[src/rtl/turn_sequencer.sv]
// Turn sequencer for the sum-to-15 game: owns the board, referees human and engine moves.
// Optional engine watchdog is compiled in when ENGINE_TIMEOUT_EN is defined.
module turn_sequencer #(
    parameter int COMPUTER_FIRST = 0,
    parameter int TIMEOUT_CYCLES = 1000
) (
    input  logic       clock,
    input  logic       reset,
    input  logic       newGame,
    input  logic [3:0] hMove,
    input  logic       hEnter,
    input  logic [3:0] cMove,
    input  logic       cValid,
    output logic       engStep,
    output logic [8:0] humanMask,
    output logic [8:0] compMask,
    output logic [3:0] lastMove,
    output logic [3:0] turnCount,
    output logic       illegal,
    output logic       gameOver,
    output logic [1:0] winner
);

    typedef enum logic [1:0] {
        WAIT_HUM = 2'd0,
        ENG_REQ  = 2'd1,
        WAIT_ENG = 2'd2,
        DONE     = 2'd3
    } state_t;

    localparam state_t START_STATE = (COMPUTER_FIRST != 0) ? ENG_REQ : WAIT_HUM;

    state_t     state_q, state_d;
    logic [8:0] human_mask_q, human_mask_d;
    logic [8:0] comp_mask_q, comp_mask_d;
    logic [3:0] last_move_q, last_move_d;
    logic [3:0] turn_count_q, turn_count_d;
    logic       illegal_q, illegal_d;
    logic       game_over_q, game_over_d;
    logic [1:0] winner_q, winner_d;
    logic       eng_step_q, eng_step_d;
    logic       henter_q, henter_d;
    logic       armed_q, armed_d;

    logic       h_rise;
    logic [8:0] h_bit, c_bit, taken;
    logic [8:0] h_mask_next, c_mask_next;
    logic [3:0] count_next;
    logic       tmo_hit;

    function automatic logic [8:0] move_bit(input logic [3:0] mv);
        move_bit = 9'd0;
        if (mv >= 4'd1 && mv <= 4'd9) begin
            move_bit = 9'd1 << (mv - 4'd1);
        end
    endfunction

    // Bit i-1 represents number i; each constant is one sum-15 triple.
    function automatic logic has_triple(input logic [8:0] m);
        has_triple = ((m & 9'h062) == 9'h062) || ((m & 9'h111) == 9'h111) ||
                     ((m & 9'h08C) == 9'h08C) || ((m & 9'h10A) == 9'h10A) ||
                     ((m & 9'h054) == 9'h054) || ((m & 9'h0A1) == 9'h0A1) ||
                     ((m & 9'h092) == 9'h092) || ((m & 9'h038) == 9'h038);
    endfunction

`ifdef ENGINE_TIMEOUT_EN
    localparam int TMO_W = $clog2(TIMEOUT_CYCLES + 1);
    localparam logic [TMO_W-1:0] TMO_LOAD = TMO_W'(TIMEOUT_CYCLES - 1);

    logic [TMO_W-1:0] tmo_q, tmo_d;

    always_comb begin
        tmo_d = TMO_LOAD;
        if (state_q == WAIT_ENG) begin
            tmo_d = (tmo_q == '0) ? tmo_q : tmo_q - TMO_W'(1);
        end
        tmo_hit = (state_q == WAIT_ENG) && (tmo_q == '0);
    end

    always_ff @(posedge clock or posedge reset) begin
        if (reset) begin
            tmo_q <= TMO_LOAD;
        end else begin
            tmo_q <= tmo_d;
        end
    end
`else
    logic unused_tmo_cfg;
    assign unused_tmo_cfg = (TIMEOUT_CYCLES > 0);
    assign tmo_hit        = 1'b0;
`endif

    // armed_q blocks a level that was already high at restart from counting as an edge.
    assign h_rise      = hEnter & ~henter_q & armed_q;
    assign h_bit       = move_bit(hMove);
    assign c_bit       = move_bit(cMove);
    assign taken       = human_mask_q | comp_mask_q;
    assign h_mask_next = human_mask_q | h_bit;
    assign c_mask_next = comp_mask_q | c_bit;
    assign count_next  = turn_count_q + 4'd1;

    always_comb begin
        state_d      = state_q;
        human_mask_d = human_mask_q;
        comp_mask_d  = comp_mask_q;
        last_move_d  = last_move_q;
        turn_count_d = turn_count_q;
        illegal_d    = illegal_q;
        game_over_d  = game_over_q;
        winner_d     = winner_q;
        eng_step_d   = 1'b0;
        henter_d     = hEnter;
        armed_d      = armed_q | ~hEnter;

        case (state_q)
            WAIT_HUM: begin
                if (h_rise) begin
                    if (h_bit != 9'd0 && (h_bit & taken) == 9'd0) begin
                        human_mask_d = h_mask_next;
                        last_move_d  = hMove;
                        turn_count_d = count_next;
                        illegal_d    = 1'b0;
                        if (has_triple(h_mask_next)) begin
                            game_over_d = 1'b1;
                            winner_d    = 2'b01;
                            state_d     = DONE;
                        end else if (count_next == 4'd9) begin
                            game_over_d = 1'b1;
                            winner_d    = 2'b11;
                            state_d     = DONE;
                        end else begin
                            state_d = ENG_REQ;
                        end
                    end else begin
                        illegal_d = 1'b1;
                    end
                end
            end
            ENG_REQ: begin
                eng_step_d = 1'b1;
                state_d    = WAIT_ENG;
            end
            WAIT_ENG: begin
                if (cValid) begin
                    if (c_bit != 9'd0 && (c_bit & taken) == 9'd0) begin
                        comp_mask_d  = c_mask_next;
                        last_move_d  = cMove;
                        turn_count_d = count_next;
                        illegal_d    = 1'b0;
                        if (has_triple(c_mask_next)) begin
                            game_over_d = 1'b1;
                            winner_d    = 2'b10;
                            state_d     = DONE;
                        end else if (count_next == 4'd9) begin
                            game_over_d = 1'b1;
                            winner_d    = 2'b11;
                            state_d     = DONE;
                        end else begin
                            state_d = WAIT_HUM;
                        end
                    end else begin
                        game_over_d = 1'b1;
                        winner_d    = 2'b01;
                        state_d     = DONE;
                    end
                end else if (tmo_hit) begin
                    game_over_d = 1'b1;
                    winner_d    = 2'b01;
                    state_d     = DONE;
                end
            end
            default: begin
            end
        endcase

        if (newGame) begin
            state_d      = START_STATE;
            human_mask_d = 9'd0;
            comp_mask_d  = 9'd0;
            last_move_d  = 4'd0;
            turn_count_d = 4'd0;
            illegal_d    = 1'b0;
            game_over_d  = 1'b0;
            winner_d     = 2'b00;
            eng_step_d   = 1'b0;
            henter_d     = 1'b0;
            armed_d      = 1'b0;
        end
    end

    always_ff @(posedge clock or posedge reset) begin
        if (reset) begin
            state_q      <= START_STATE;
            human_mask_q <= 9'd0;
            comp_mask_q  <= 9'd0;
            last_move_q  <= 4'd0;
            turn_count_q <= 4'd0;
            illegal_q    <= 1'b0;
            game_over_q  <= 1'b0;
            winner_q     <= 2'b00;
            eng_step_q   <= 1'b0;
            henter_q     <= 1'b0;
            armed_q      <= 1'b0;
        end else begin
            state_q      <= state_d;
            human_mask_q <= human_mask_d;
            comp_mask_q  <= comp_mask_d;
            last_move_q  <= last_move_d;
            turn_count_q <= turn_count_d;
            illegal_q    <= illegal_d;
            game_over_q  <= game_over_d;
            winner_q     <= winner_d;
            eng_step_q   <= eng_step_d;
            henter_q     <= henter_d;
            armed_q      <= armed_d;
        end
    end

    assign engStep   = eng_step_q;
    assign humanMask = human_mask_q;
    assign compMask  = comp_mask_q;
    assign lastMove  = last_move_q;
    assign turnCount = turn_count_q;
    assign illegal   = illegal_q;
    assign gameOver  = game_over_q;
    assign winner    = winner_q;

endmodule

[config.mk]
export PLATFORM = sky130hd
export DESIGN_NAME = turn_sequencer
export DESIGN_NICKNAME = d
export VERILOG_FILES = /design/src/rtl/turn_sequencer.sv
export SDC_FILE = /design/constraint.sdc
export NUM_CORES = 1
export LEC_CHECK = 0
export ABC_AREA = 1
export CAP_MARGIN = 40
export CORE_MARGIN = 8
export CORE_UTILIZATION = 50
export DETAILED_ROUTE_END_ITERATION = 7
export GPL_TIMING_DRIVEN = 0
export PLACE_DENSITY = 0.77
export SYNTH_ARGS = -nofsm -noshare
export SYNTH_HDL_FRONTEND = slang
export SYNTH_SLANG_ARGS = --single-unit
[constraint.sdc]
create_clock -name clock -period 2.5 [get_ports clock]
set_clock_uncertainty 0.15 [all_clocks]
set_input_delay 0.625 -clock clock [delete_from_list [all_inputs] [get_ports clock]]
set_output_delay 0.625 -clock clock [all_outputs]
set_load 0.01 [all_outputs]
# Word-level counts from Yosys, hierarchy flattened

Cells that the tools add are included.

Register bits after elaboration: 35
Latch bits: 0
Memory bits (writable): 0
Bits in read-only memories: 0
Input bits: 13
Output and inout bits: 31
Logic and storage cells: 150
Memories kept: 0

Add/sub/neg operators: 3
$mul: 0
Divide/modulo/power cells: 0
$lt $le $gt $ge: 4
Equality and inequality tests: 23
Shifts and indexed selects: 2
Mux-type cells: 60
Bitwise logic cells: 10
Reductions and logical operators: 37

Operators by type and width:

| operator                                                          | count |
|---|---|
| 2-to-1 mux 9 bit                                                  | 10 |
| equality test 3 bit, second input constant                        | 16 |
| 2-to-1 mux 4 bit                                                  | 10 |
| 2-to-1 mux 2 bit                                                  | 17 |
| bitwise OR 9 bit                                                  | 3 |
| AND 9 bit                                                         | 2 |
| logical NOT 9 bit                                                 | 2 |
| nonzero test 9 bit                                                | 2 |
| << shifter 1 x 4 -> 9 bit, first input constant                   | 2 |
| 2-to-1 mux 1 bit                                                  | 17 |
| one-hot mux 4 bit (2 select lines)                                | 2 |
| logical OR 1 bit                                                  | 14 |
| inequality test 3 bit, second input constant                      | 4 |
| AND reduction 4 bit                                               | 3 |
| nonzero test 2 bit                                                | 6 |
| greater-or-equal comparator 4 x 1 -> 1 bit, second input constant | 2 |
| <= comparator 4 bit, second input constant                        | 2 |
| subtractor 4 x 1 -> 4 bit, second input constant                  | 2 |
| one-hot mux 2 bit (3 select lines)                                | 1 |
| AND reduction 3 bit                                               | 2 |
| AND reduction 5 bit                                               | 1 |
| adder 4 x 1 -> 4 bit, second input constant                       | 1 |
| equality test 4 bit, second input constant                        | 1 |
| logical AND 1 bit                                                 | 4 |
| other kinds (10)                                                  | 13 |

# Longest topological paths before layout

Word-level depth: 17
Depth in mapped cells: 14

# Least setup slack after synthesis

No wires, ideal clock.

Kind: input-to-reg
From: input cMove[0]
To: register last_move_q[3], in the netlist lastMove[3]
Setup time: 0.121 ns
Arrival time: 1.589 ns
Data required time: 2.229 ns
Slack: 0.639 ns
Cell stages on the path: 13
Path buffers: 1
Cells stage by stage: inv_1 > nor2_4 > nand3_1 > nand2_1 > nor2_2 > nand3_2 > nand2_1 > nand2_1 > nand2_2 > nand2_4 > buf_12 > nand2_2 > o21ai_2

Longest elaborated chain between the ends: 8

RTL lines:

| what                                                                  | line   | source |
|---|---|---|
| start: declaration                                                    | 12     | `input logic [3:0] cMove,` |
| subtractor 4 x 1 -> 4 bit, or another cell as far along               | 54     | `move_bit = 9'd1 << (mv - 4'd1);` |
| << shifter 1 x 4 -> 9 bit / logical AND 1 bit (equally long branches) | 54, 53 |  |
| 2-to-1 mux 9 bit *                                                    | 53     | `if (mv >= 4'd1 && mv <= 4'd9) begin` |
| AND 9 bit                                                             | 145    | `if (c_bit != 9'd0 && (c_bit & taken) == 9'd0) begin` |
| logical NOT 9 bit                                                     | 145    |  |
| logical AND 1 bit *                                                   | 145    |  |
| inequality test 3 bit (no source line) *                              | n/a    |  |
| AND reduction 5 bit (no source line) *                                | n/a    |  |
| end signal: assignment                                                | 208    | `last_move_q <= last_move_d;` |
| end: declaration                                                      | 36     | `logic [3:0] last_move_q, last_move_d;` |

Every way passes the cells marked *; elsewhere a longest branch is shown, timed or not.
A chain may end at the register's enable or synchronous reset.

# Worst setup path in the final report

From: input hMove[0]
To: register winner_q[0], in the netlist winner[0]

Longest elaborated chain between the ends: 17

RTL lines:

| what                                                                  | line   | source |
|---|---|---|
| start: declaration                                                    | 10     | `input logic [3:0] hMove,` |
| subtractor 4 x 1 -> 4 bit, or another cell as far along               | 54     |  |
| << shifter 1 x 4 -> 9 bit / logical AND 1 bit (equally long branches) | 54, 53 |  |
| 2-to-1 mux 9 bit *                                                    | 53     |  |
| bitwise OR 9 bit                                                      | 98     | `assign h_mask_next = human_mask_q \| h_bit;` |
| equality test 3 bit                                                   | 60     | `has_triple = ((m & 9'h062) == 9'h062) \|\| ((m & 9'h111) == 9'h111) \|\|` |
| logical OR 1 bit (2 in series)                                        | 60     |  |
| logical OR 1 bit (2 in series)                                        | 61     | `((m & 9'h08C) == 9'h08C) \|\| ((m & 9'h10A) == 9'h10A) \|\|` |
| logical OR 1 bit (2 in series)                                        | 62     | `((m & 9'h054) == 9'h054) \|\| ((m & 9'h0A1) == 9'h0A1) \|\|` |
| logical OR 1 bit                                                      | 63     | `((m & 9'h092) == 9'h092) \|\| ((m & 9'h038) == 9'h038);` |
| 2-to-1 mux 2 bit                                                      | 123    | `if (has_triple(h_mask_next)) begin` |
| 2-to-1 mux 2 bit                                                      | 118    | `if (h_bit != 9'd0 && (h_bit & taken) == 9'd0) begin` |
| 2-to-1 mux 2 bit                                                      | 117    | `if (h_rise) begin` |
| one-hot mux 2 bit (2 select lines)                                    | 115    | `case (state_q)` |
| 2-to-1 mux 2 bit                                                      | 176    | `if (newGame) begin` |
| end signal: assignment                                                | 212    | `winner_q <= winner_d;` |
| end: declaration                                                      | 40     | `logic [1:0] winner_q, winner_d;` |

Every way passes the cells marked *; elsewhere a longest branch is shown, timed or not. The select of a mux whose other input is x is not followed.

==> results.cfg <==
[outcome]
outcome = completed

[grt]
grt_first_pass_wirelength_mm = 10.29
grt_overflow_total = 0
grt_pass1_vias = 2276
grt_usage_pct = 17.28
grt_max_degree = 21
grt_antenna_before_repair = 0

[pwr]
combinationalPowerShare_pct = 41.7
p_int_mw = 1.292
power_frac_seq_pct = 36.3
power.density_nw_per_um2 = 669.5
clock_power_share_pct = 22.0
ir_worst_vdd_mv = 0.4570
power_switching_share_pct = 36.74
p_sw_mw = 0.7500
p_leak_nw = 1.575

[sta]
report.final.slew_viol_count = 0
finalCritPeriodShare_pct = 95.52
setup_violations = 0
min_period_ps = 2388
worst_hold_slack_ps = 333.8
hold_viol = 0
worst_pin_slew_ps = 704.1
fmax_ghz = 0.4188
rsz0062_at_grt = yes
max_slew_margin_pct = 53.01

[logic_synthesis]
yosysWarnings = 0
synthFlopType = dfrtp_1
synth_fp_nets = 376
ys_seq_area_share_pct = 36.21
synth_edf_count = 0
synth_cell_types = 29
synthCells = 358
synth_seq_cells = 35
synth_area_um2 = 2419
postSynthAreaPerCell_um2 = 6.756
async_reset_ff_share_pct = 100.0

[layout]
nets = 426
fillerInstances = 445
diodes = 0
final_cells = 463
drive_gt1_share_pct = 12.96
final_common_cell = nand2_1
syn_to_final_growth_pct = 26.07
layout_common_cells = nand2_1, inv_1, clkdlybuf4s50_1, dfrtp_1, nor2_1

[critical_path]
critical_path_class = input port to flip-flop
critical_path_arrival_ps = 2410
crit_path_end_kind = flip-flop
cp.required_ps = 2530
cp-start-kind = input port
worstPathMaxFanout = 5

[floorplanning]
ios = 44
die_y_um = 85.55
die-area_um2 = 7319
core_area_um2 = 4692
std_cell_rows = 25
die_w_um = 85.55
initial_utilization_pct = 51.55

[cts]
clk_latency_ps = 290
cts_sinks = 35
clockRootBuffer = clkbuf_8
clk_pin_slew_worst_paths_ps = 70
post_cts_buffers = 0
cts_hold_buffers = 0
cts-buffers-inserted = 5
cts_tree = done
clockBufferDepth = 2
cts_resized = 0
htree_num_levels = 2

[placed_design]
place_hpwl_mm = 4.735
place_congestion = 0.9022
dp.cells = 455
io_buffers = 42

[min_path]
hold_path_class = flip-flop to flip-flop

[detailed_routing]
avgRoutedWirePerCell_um = 13.14
num_vias = 2349
drt_iter0_markers = 155
via_per_inst = 5.073
antenna_left = 0
drt-pass1-iter-count = 4
finalWirelength_mm = 6.082
drc = 0

[flow_run]
drv_cap = 0
worst max-delay path, stage by stage:
cell and delay [ps]:
clkdlybuf4s50_1 570, inv_1 60, nor2_1 210, nand2_1 120, o21ai_0 180, nor2_1 80
nand3_2 80, nand2_2 90, nand2_1 160, nor2_1 90, nand3_1 90, nand2_1 50
through the flow:
step | power (mW) | setup slack (ps) | utilization, % | area, µm² | TNS [ps]
after global placement | 1.573 | -197.4 | 61.95 | 2907 | -2866
after global routing | 2.210 | -5.995 | 64.99 | 3049 | -5.995
final | 2.041 | 112.1 | 64.99 | 3049 | 0
after detailed placement | 1.602 | -238.4 | 62.53 | 2934 | -3429
after floorplan | 1.297 | 639.5 | - | 2419 | 0
after CTS | 2.060 | 56.12 | 64.67 | 3034 | 0
synthesized netlist by cell type (3+ instances only):
master	instances	area share, %
ha_1	5	2.6
inv_2	3	0.47
inv_1	40	6.2
o21ai_2	8	2.9
nor2_1	33	5.1
a21oi_1	17	3.5
dfrtp_1	35	36
nand3_1	20	4.1
nand2_1	148	23
nand2_2	4	1.0
nor2_2	8	2.1
o21ai_0	5	1.0
a21oi_2	8	2.9
layer usage:
layer  GRT usage (%)  part of all wire [%]  wire [µm]
met4           6.688                   1.6         98
met2           26.87                    44       2693
met5               0                     0          0
met1           22.33                    49       2962
met3           4.489                   5.4        327
sequential cells by signal, summed over array words and instances, names as in the netlist:
name       cells
henter_q       1
state_q        2
gameOver       1
winner         2
turnCount      4
humanMask      9
armed_q        1
illegal        1
lastMove       4
engStep        1
compMask       9
power groups by stage:
| stage | Clock [mW] | Sequential (mW) | Combinational [mW] |
|---|---|---|---|
| 2_1_floorplan | 0 | 0.776 | 0.521 |
| 3_3_place_gp | 0 | 0.748 | 0.825 |
| 3_5_place_dp | 0 | 0.751 | 0.851 |
| 4_1_cts | 0.463 | 0.742 | 0.856 |
| 5_1_grt | 0.486 | 0.757 | 0.967 |
| 6_report | 0.449 | 0.742 | 0.851 |
cell families after synthesis:
family                     synth area share [%]
and+or+nand+nor                           39.63
buffers and inverters                     9.415
AOI/OAI and AO/OA                         11.43
DFF                                       36.21
adders and majority gates                 2.587
xor gates and xnor gates                 0.7244
cell type report:
type | count | area [µm²] | share of cell area [%]
buffer | 6 | 55.05 | 1.806
clock buffer | 8 | 100.1 | 3.283
inverter | 44 | 172.7 | 5.663
multi-input combinational | 273 | 1323 | 43.37
sequential | 35 | 875.8 | 28.72
tap | 54 | 67.56 | 2.216
timing repair buffer | 43 | 455.4 | 14.94
path summary, 6_finish.rpt:
check | start | endpoint | slack (ps) | cells past startpoint
max | hMove[0] | winner[0] | 110 | 12
min | lastMove[1] | lastMove[1] | 330 | 2
max in group asynchronous | reset | armed_q | 1060 | 3
min reg2reg | lastMove[1] | lastMove[1] | 330 | 2
max reg2reg | state_q[0] | winner[0] | 390 | 11
min in group asynchronous | reset | humanMask[0] | 600 | 2
No activity file was read; power rests on OpenSTA's default activity.
